## config.mk

```make
export PLATFORM = sky130hd
export DESIGN_NAME = orange_region_tracker
export DESIGN_NICKNAME = d
export VERILOG_FILES = /design/src/rtl/orange_region_tracker.sv
export SDC_FILE = /design/constraint.sdc
export NUM_CORES = 1
export LEC_CHECK = 0
export ABC_AREA = 1
export BUFFER_PORTS_ARGS = -buffer_cell sky130_fd_sc_hd__buf_2
export CAP_MARGIN = 5
export CELL_PAD_IN_SITES_DETAIL_PLACEMENT = 0
export CELL_PAD_IN_SITES_GLOBAL_PLACEMENT = 1
export CORE_ASPECT_RATIO = 1.4
export CORE_MARGIN = 1
export CORE_UTILIZATION = 25
export DETAILED_ROUTE_END_ITERATION = 6
export HOLD_SLACK_MARGIN = 0.06
export PLACE_DENSITY = 0.57
export SLEW_MARGIN = 20
export SYNTH_ARGS = -nofsm -noshare
export SYNTH_HDL_FRONTEND = slang
export SYNTH_SLANG_ARGS = --single-unit
```

## constraint.sdc

```tcl
create_clock -name clk -period 5.3 [get_ports clk]
set_clock_uncertainty 0.05 [all_clocks]
set_input_delay 0.795 -clock clk [delete_from_list [all_inputs] [get_ports clk]]
set_output_delay 0.795 -clock clk [all_outputs]
set_load 0.02 [all_outputs]
```

## src/rtl/orange_region_tracker.sv

```systemverilog
// orange_region_tracker: bins is_orange pixels into left/centre/right columns and publishes a per-frame detect/direction.
// Ports: clk, rst (sync, active-high), active_area, vsync (active-low, 1->0 = frame end), is_orange;
//        direction (one-hot L/C/R), orange_detected, orange_count (last frame total), frame_valid (1-cycle update pulse).
// Define ORANGE_PERSIST_EN to require PERSIST_FRAMES consecutive raw-detect frames before orange_detected rises.
module orange_region_tracker #(
  parameter int H_ACTIVE       = 320,
  parameter int LEFT_EDGE      = 107,
  parameter int RIGHT_EDGE     = 213,
  parameter int DETECT_THRESH  = 500,
  parameter int PERSIST_FRAMES = 3,
  parameter int CNT_W          = 17
) (
  input  logic               clk,
  input  logic               rst,
  input  logic               active_area,
  input  logic               vsync,
  input  logic               is_orange,
  output logic [2:0]         direction,
  output logic               orange_detected,
  output logic [CNT_W+1:0]   orange_count,
  output logic               frame_valid
);
  localparam int COL_W = $clog2(H_ACTIVE);
  localparam int TOT_W = CNT_W + 2;
  logic             vsync_d_q, first_q, first_d, v1_q, v1_d, fv_q, fv_d, det_q, det_d;
  logic [COL_W-1:0] col_q, col_d;
  logic [CNT_W-1:0] bin_l_q, bin_l_d, bin_c_q, bin_c_d, bin_r_q, bin_r_d;
  logic [CNT_W-1:0] snap_l_q, snap_l_d, snap_c_q, snap_c_d, snap_r_q, snap_r_d;
  logic [TOT_W-1:0] cnt_q, cnt_d, total;
  logic [2:0]       dir_q, dir_d, amax;
  logic             fe, pix, in_l, in_c, in_r, raw, det_new;
`ifdef ORANGE_PERSIST_EN
  logic [3:0]       hit_q, hit_d;
`endif
  always_comb begin
    fe      = vsync_d_q & ~vsync;
    pix     = active_area & is_orange;
    col_d   = active_area ? ((col_q == COL_W'(H_ACTIVE - 1)) ? col_q : col_q + 1'b1) : '0;
    in_l    = pix && (col_q < COL_W'(LEFT_EDGE));
    in_c    = pix && (col_q >= COL_W'(LEFT_EDGE)) && (col_q < COL_W'(RIGHT_EDGE));
    in_r    = pix && (col_q >= COL_W'(RIGHT_EDGE));
    // at frame end the bins restart, so a pixel in that same cycle seeds the new frame
    bin_l_d = fe ? CNT_W'(in_l) : bin_l_q + CNT_W'(in_l && !(&bin_l_q));
    bin_c_d = fe ? CNT_W'(in_c) : bin_c_q + CNT_W'(in_c && !(&bin_c_q));
    bin_r_d = fe ? CNT_W'(in_r) : bin_r_q + CNT_W'(in_r && !(&bin_r_q));
    snap_l_d = fe ? bin_l_q : snap_l_q;
    snap_c_d = fe ? bin_c_q : snap_c_q;
    snap_r_d = fe ? bin_r_q : snap_r_q;
    first_d = first_q & ~fe;
    v1_d    = fe & ~first_q;
    total   = TOT_W'(snap_l_q) + TOT_W'(snap_c_q) + TOT_W'(snap_r_q);
    raw     = total >= TOT_W'(DETECT_THRESH);
    amax    = (snap_c_q >= snap_l_q && snap_c_q >= snap_r_q) ? 3'b010 : (snap_l_q >= snap_r_q) ? 3'b100 : 3'b001;
`ifdef ORANGE_PERSIST_EN
    hit_d   = v1_q ? (raw ? ((hit_q == 4'(PERSIST_FRAMES)) ? hit_q : hit_q + 4'd1) : 4'd0) : hit_q;
    det_new = hit_d == 4'(PERSIST_FRAMES);
`else
    det_new = raw;
`endif
    det_d   = v1_q ? det_new : det_q;
    dir_d   = v1_q ? (det_new ? amax : 3'b000) : dir_q;
    cnt_d   = v1_q ? total : cnt_q;
    fv_d    = v1_q;
  end
  always_ff @(posedge clk) begin
    if (rst) begin
      vsync_d_q <= 1'b0;
      first_q   <= 1'b1;
      v1_q      <= 1'b0;
      fv_q      <= 1'b0;
      det_q     <= 1'b0;
      dir_q     <= '0;
      cnt_q     <= '0;
      col_q     <= '0;
      bin_l_q   <= '0;
      bin_c_q   <= '0;
      bin_r_q   <= '0;
      snap_l_q  <= '0;
      snap_c_q  <= '0;
      snap_r_q  <= '0;
`ifdef ORANGE_PERSIST_EN
      hit_q     <= '0;
`endif
    end else begin
      vsync_d_q <= vsync;
      first_q   <= first_d;
      v1_q      <= v1_d;
      fv_q      <= fv_d;
      det_q     <= det_d;
      dir_q     <= dir_d;
      cnt_q     <= cnt_d;
      col_q     <= col_d;
      bin_l_q   <= bin_l_d;
      bin_c_q   <= bin_c_d;
      bin_r_q   <= bin_r_d;
      snap_l_q  <= snap_l_d;
      snap_c_q  <= snap_c_d;
      snap_r_q  <= snap_r_d;
`ifdef ORANGE_PERSIST_EN
      hit_q     <= hit_d;
`endif
    end
  end
  assign direction       = dir_q;
  assign orange_detected = det_q;
  assign orange_count    = cnt_q;
  assign frame_valid     = fv_q;
endmodule
```

# Word level (Yosys, flattened, before mapping)
# Index checks and enable logic that the tools add are counted.
totals:
  mem_bits_ro: 0
  input_bits: 5
  n_memories: 0
  ramBits: 0
  wordCells: 62
  latch_bits: 0
  reg_bits: 138
  output_inout_bits: 24
op_classes:
  n_addsub: 6
  shifts: 0
  n_lt_le_gt_ge: 8
  eq_ne: 1
  n_mul: 0
  reduce_logical: 16
  muxes: 6
  bitwise: 8
  n_div: 0
ops:
  columns: ["operator", "n"]
  rows:
  - ["17-bit by 1-bit adder with 17-bit output", 3]
  - ["17-bit >= comparator", 3]
  - ["17-bit AND reduction", 3]
  - ["18-bit by 17-bit adder with 19-bit output", 1]
  - ["19-bit by 9-bit >= comparator with 1-bit output, second input constant", 1]
  - ["17-bit by 17-bit adder with 18-bit output", 1]
  - ["9-bit by 1-bit adder with 9-bit output, second input constant", 1]
  - ["9-bit == test, second input constant", 1]
  - ["9-bit by 7-bit >= comparator with 1-bit output, second input constant", 1]
  - ["9-bit by 8-bit >= comparator with 1-bit output, second input constant", 1]
  - ["9-bit by 7-bit < comparator with 1-bit output, second input constant", 1]
  - ["9-bit by 8-bit < comparator with 1-bit output, second input constant", 1]
  - ["3-bit 2-to-1 mux", 3]
  - ["1-bit logical AND", 8]
  - ["1-bit AND", 4]
  - ["1-bit NOT", 4]
  - ["2-bit OR reduction", 2]
  - ["1-bit logical NOT", 3]
  - ["1-bit 2-to-1 mux", 3]

# Depth between registers and ports, before layout
depth:
  depth_word: 6
  ltp_mapped: 20
  depth_no_buf: 20

# Worst setup path after synthesis
# No wires, ideal clock.
synth_timing:
  kind: "reg-to-reg"
  start: "reg snap_l_q[1]"
  end: "reg dir_q[0], in the netlist direction[0]"
  t_required_ns: 5.129
  arrival_time_ns: 2.415
  path_stages_with_launch: 19
  setup_time_ns: 0.121
  slack_ns: 2.715
  period_less_slack_ns: 2.585
  path_buffers: 0
  cell_sequence: "dfxtp_1 fa_1 ha_1 inv_1 fa_1 inv_1 nand3_1 nand2_1 nand2_1 nand2_1 nand2_1 nand2_1 nand2_1 nand2_1 nand3_1 nor2_1 nand2_1 nand3_1 a21oi_1"
synth_between:
  elab_chain_cells: 4
  elab_cells_between_ends: 9
  classes_between: "add/sub: 2; order compare: 3; mux: 3; reduce/logical: 1"
synth_lines:
  columns: ["item", "line_no", "text"]
  rows:
  - ["start: declaration", "28", "logic [CNT_W-1:0] snap_l_q, snap_l_d, snap_c_q, snap_c_d, snap_r_q, snap_r_d;"]
  - ["start signal: assignment", "96", "snap_l_q <= snap_l_d;"]
  - ["17-bit by 17-bit adder with 18-bit output / 17-bit >= comparator (equally long branches)", "51, 53", null]
  - ["18-bit by 17-bit adder with 19-bit output (tied with other cells)", "51", "total = TOT_W'(snap_l_q) + TOT_W'(snap_c_q) + TOT_W'(snap_r_q);"]
  - ["19-bit by 9-bit >= comparator with 1-bit output / 3-bit 2-to-1 mux (equally long branches)", "52, 53", null]
  - ["3-bit 2-to-1 mux *", "61", "dir_d = v1_q ? (det_new ? amax : 3'b000) : dir_q;"]
  - ["end signal: assignment", "90", "dir_q <= dir_d;"]
  - ["end: declaration", "30", "logic [2:0] dir_q, dir_d, amax;"]
# Every way passes the cells marked *; elsewhere a longest branch is shown, timed or not.
# A chain may end at the register's enable or synchronous reset.

# Worst setup path in the final report
layout_timing:
  start: "reg col_q[0]"
  end: "reg bin_r_q[14]"
layout_between:
  elab_chain_cells: 4
layout_lines:
  columns: ["item", "line_no", "text"]
  rows:
  - ["start: declaration", "26", "logic [COL_W-1:0] col_q, col_d;"]
  - ["start signal: assignment", "92", "col_q <= col_d;"]
  - ["9-bit by 8-bit >= comparator with 1-bit output", "41", "in_r = pix && (col_q >= COL_W'(RIGHT_EDGE));"]
  - ["1-bit logical AND", "41", null]
  - ["1-bit logical AND", "45", "bin_r_d = fe ? CNT_W'(in_r) : bin_r_q + CNT_W'(in_r && !(&bin_r_q));"]
  - ["17-bit by 1-bit adder with 17-bit output", "45", null]
  - ["end signal: assignment", "95", "bin_r_q <= bin_r_d;"]
  - ["end: declaration", "27", "logic [CNT_W-1:0] bin_l_q, bin_l_d, bin_c_q, bin_c_d, bin_r_q, bin_r_d;"]
# Every way passes these cells.

==> results.cfg <==
[cts]
cts_tree = done
cts_resized = 0
cts_buffer_depth = 2
clock_sinks = 138
clock_latency_ps = 440
root_buffer = clkbuf_16
clk_pin_slew_worst_paths_ps = 70
cts_hold_buf = 0
postCtsSetupBuffers = 0
h-tree-depth = 4
cts_made_buffers = 17

[power_and_ir_drop]
power_density_mw_per_mm2 = 268
power.leakage_nw = 4.17
vdd_drop_max_mv = 0.144
totalPowerFinal_mw = 2.51

[setup_path]
r2r_start = col_q[0]
critPathLaunch = col_q[0]
r2r_slack_ps = 2260
crit_path_end = bin_r_q[14]
cp_max_fo = 8
r2r-end = bin_r_q[14]
cp.required_ps = 5570
cp-end-kind = flip-flop
worst-r2r-cell-count = 15
crit_arrival_ps = 3310
criticalPathCategory = flip-flop to flip-flop
worstSetupStartpointType = flip-flop

[synth]
syn_inst = 1114
synth_simple_gate_area_share = 0.251
syn_nets = 1212
yosysMostFrequentCell = nand2_1
yosys.area.top_type_share = 0.339
seq_area_frac_synth = 0.339
synthDistinctLibCells = 43
synth_area_sq_mm = 0.00814
synth-edff-count = 0
synth_warnings = 0
yosysTopAreaCell = dfxtp_1
avgSynthCellArea_sq_um = 7.31
synthXorXnorAreaFrac = 0.0129
synth_ff_type = dfxtp_1
ys_seq_elements = 138
synthTopCellsByArea = dfxtp_1 34%, ha_1 12%, nand2_1 11%, inv_1 7.7%, a21oi_1 5.6%
muxShareOfSynthArea = 0
yosys-top-cells-count = 242 x nand2_1, 168 x inv_1, 138 x dfxtp_1, 91 x a21oi_1, 86 x nor2_1
synth_fa_ha_area_frac = 0.160
async_reset_ff_frac = 0
synth_top_family_by_area = simple AND/OR/NAND/NOR gates
synth-compound-area-share = 0.145

[detailed_routing]
wl_per_cell_um = 15.2
routed-wl-met3_um = 531
wl_met2_um = 12100
dr.first_iter.drc_count = 316
drt-total-wl_um = 23600
antenna_left = 0
via_per_inst = 4.60
drc = 0
dr.pass1.iters = 4
via_count = 7123
met1_length_um = 10400
highest_layer = met4

[final_layout]
antennaDiodeCount = 0
final_util = 0.294
nNetsFinal = 1240
synthToLayoutAreaGrowth_pct = 14.9
layout-drive-gt1-share = 0.0814

[place]
numPortBuffers = 28
place.gp.congestion = 0.799
post-dp-hpwl_um = 18600
pre_cts_ws_ps = 2190

[grt]
grt_usage = 0.148
grt_remaining_overflow = 0
antenna_found_initial = 0
grt_max_degree = 54
grt_pass1_vias = 7268
grt_pass1_wl_um = 38200

[sta]
fin_setup_tns_ps = 0
slew_headroom = 0.378
fin_crit_ps = 3040
setup_violations = 0
rsz0062_at_grt = false
hold-worst-slack_ps = 371
hold_viol_final = 0
worst_slew_pin_slew_ps = 932
fin_crit_sh = 0.574
report.final.slew_viol_count = 0
setup_slack_ps = 2260
clock.fmax_mhz = 329

[floorplanning]
core_area_sq_mm = 0.0318
start_util = 0.256
rows = 77
num_io_pins = 29
die_w_um = 155
dieArea_sq_mm = 0.0333
chipHeight_um = 216

[status]
status = complete, no violations

[job]
max_cap_violations = 0

[worst_hold_path]
min_path_type = flip-flop to flip-flop
holdCritStartpoint = first_q
==> metal layers <==
layer | track usage | up-vias
li1 | - | 3747
met1 | 0.170 | 3285
met2 | 0.273 | 71
met3 | 0.0255 | 20
met4 | 0.0498 | 0
met5 | 0 | -
==> through the flow <==
step,instances,cell area [sq um]
4_1_cts,1550,9350
2_1_floorplan,1114,8140
3_3_place_gp,1518,8710
6_report,1550,9350
5_1_grt,1550,9350
3_5_place_dp,1518,8710
==> placed cells by master, fill, tap and decap left out, types with 3 or more instances in the layout <==
cell type	count
o22ai_1	21
nor2_2	3
nand3_1	47
nor2_4	5
a31oi_1	5
xor2_1	6
dfxtp_1	138
buf_4	4
clkbuf_16	17
inv_6	3
xnor2_1	6
ha_1	75
nand2_1	242
inv_2	6
nor3_2	6
inv_1	168
nand3b_1	5
nand4_1	33
nor4_1	4
fa_1	18
buf_2	28
bufinv_16	3
o21a_1	8
a21oi_1	91
nor2_1	86
o211ai_1	7
clkinv_4	4
nor3_1	14
o21ai_0	72
==> cell type report <==
cell class	count	area [sq um]
timing repair buffer	32	170
clock buffer	19	453
clock inverter	13	181
fill	3543	22400
multi-input combinational	777	4630
inverter	176	662
tap	395	494
sequential	138	2760
==> critical path, stage by stage (launching register included) <==
cell	delay, ps
dfxtp_1	470
ha_1	200
nand3_1	90
nor4_1	210
o31ai_1	150
a41oi_1	180
ha_1	220
ha_1	190
nand3_1	120
inv_1	140
nand2_1	140
nor2_1	190
nand3_1	130
nor2_1	150
nand2_1	70
a221oi_1	230
==> kinds of logic after synthesis <==
logic type | count (synthesis)
and+or+nand+nor | 456
buffers and inverters | 199
adders and majority gates | 93
AOI/OAI and AO/OA | 216
xor gates and xnor gates | 12
DFF | 138
==> worst min-delay path by stage <==
| stage | endpoint | slack (ps) | cells past startpoint |
|---|---|---|---|
| after floorplan | fv_d | 340 | 1 |
| after global placement | fv_d | 360 | 1 |
| after detailed placement | fv_d | 360 | 1 |
| after CTS | fv_d | 370 | 1 |
| after global routing | fv_d | 400 | 1 |
| final | fv_d | 370 | 1 |
==> report_power, final <==
part           switching [mW]  internal (mW)
clock                   0.528          0.780
sequential            0.00947           1.05
combinational          0.0993         0.0483
==> flip-flops by register name, summed over array words and instances (netlist names) <==
name	cells
snap_r_q	17
first_q	1
bin_r_q	17
vsync_d_q	1
bin_c_q	17
snap_l_q	17
snap_c_q	17
direction	3
orange_detected	1
col_q	9
fv_d	1
orange_count	19
frame_valid	1
bin_l_q	17
Power figures use the tool's default switching activity.
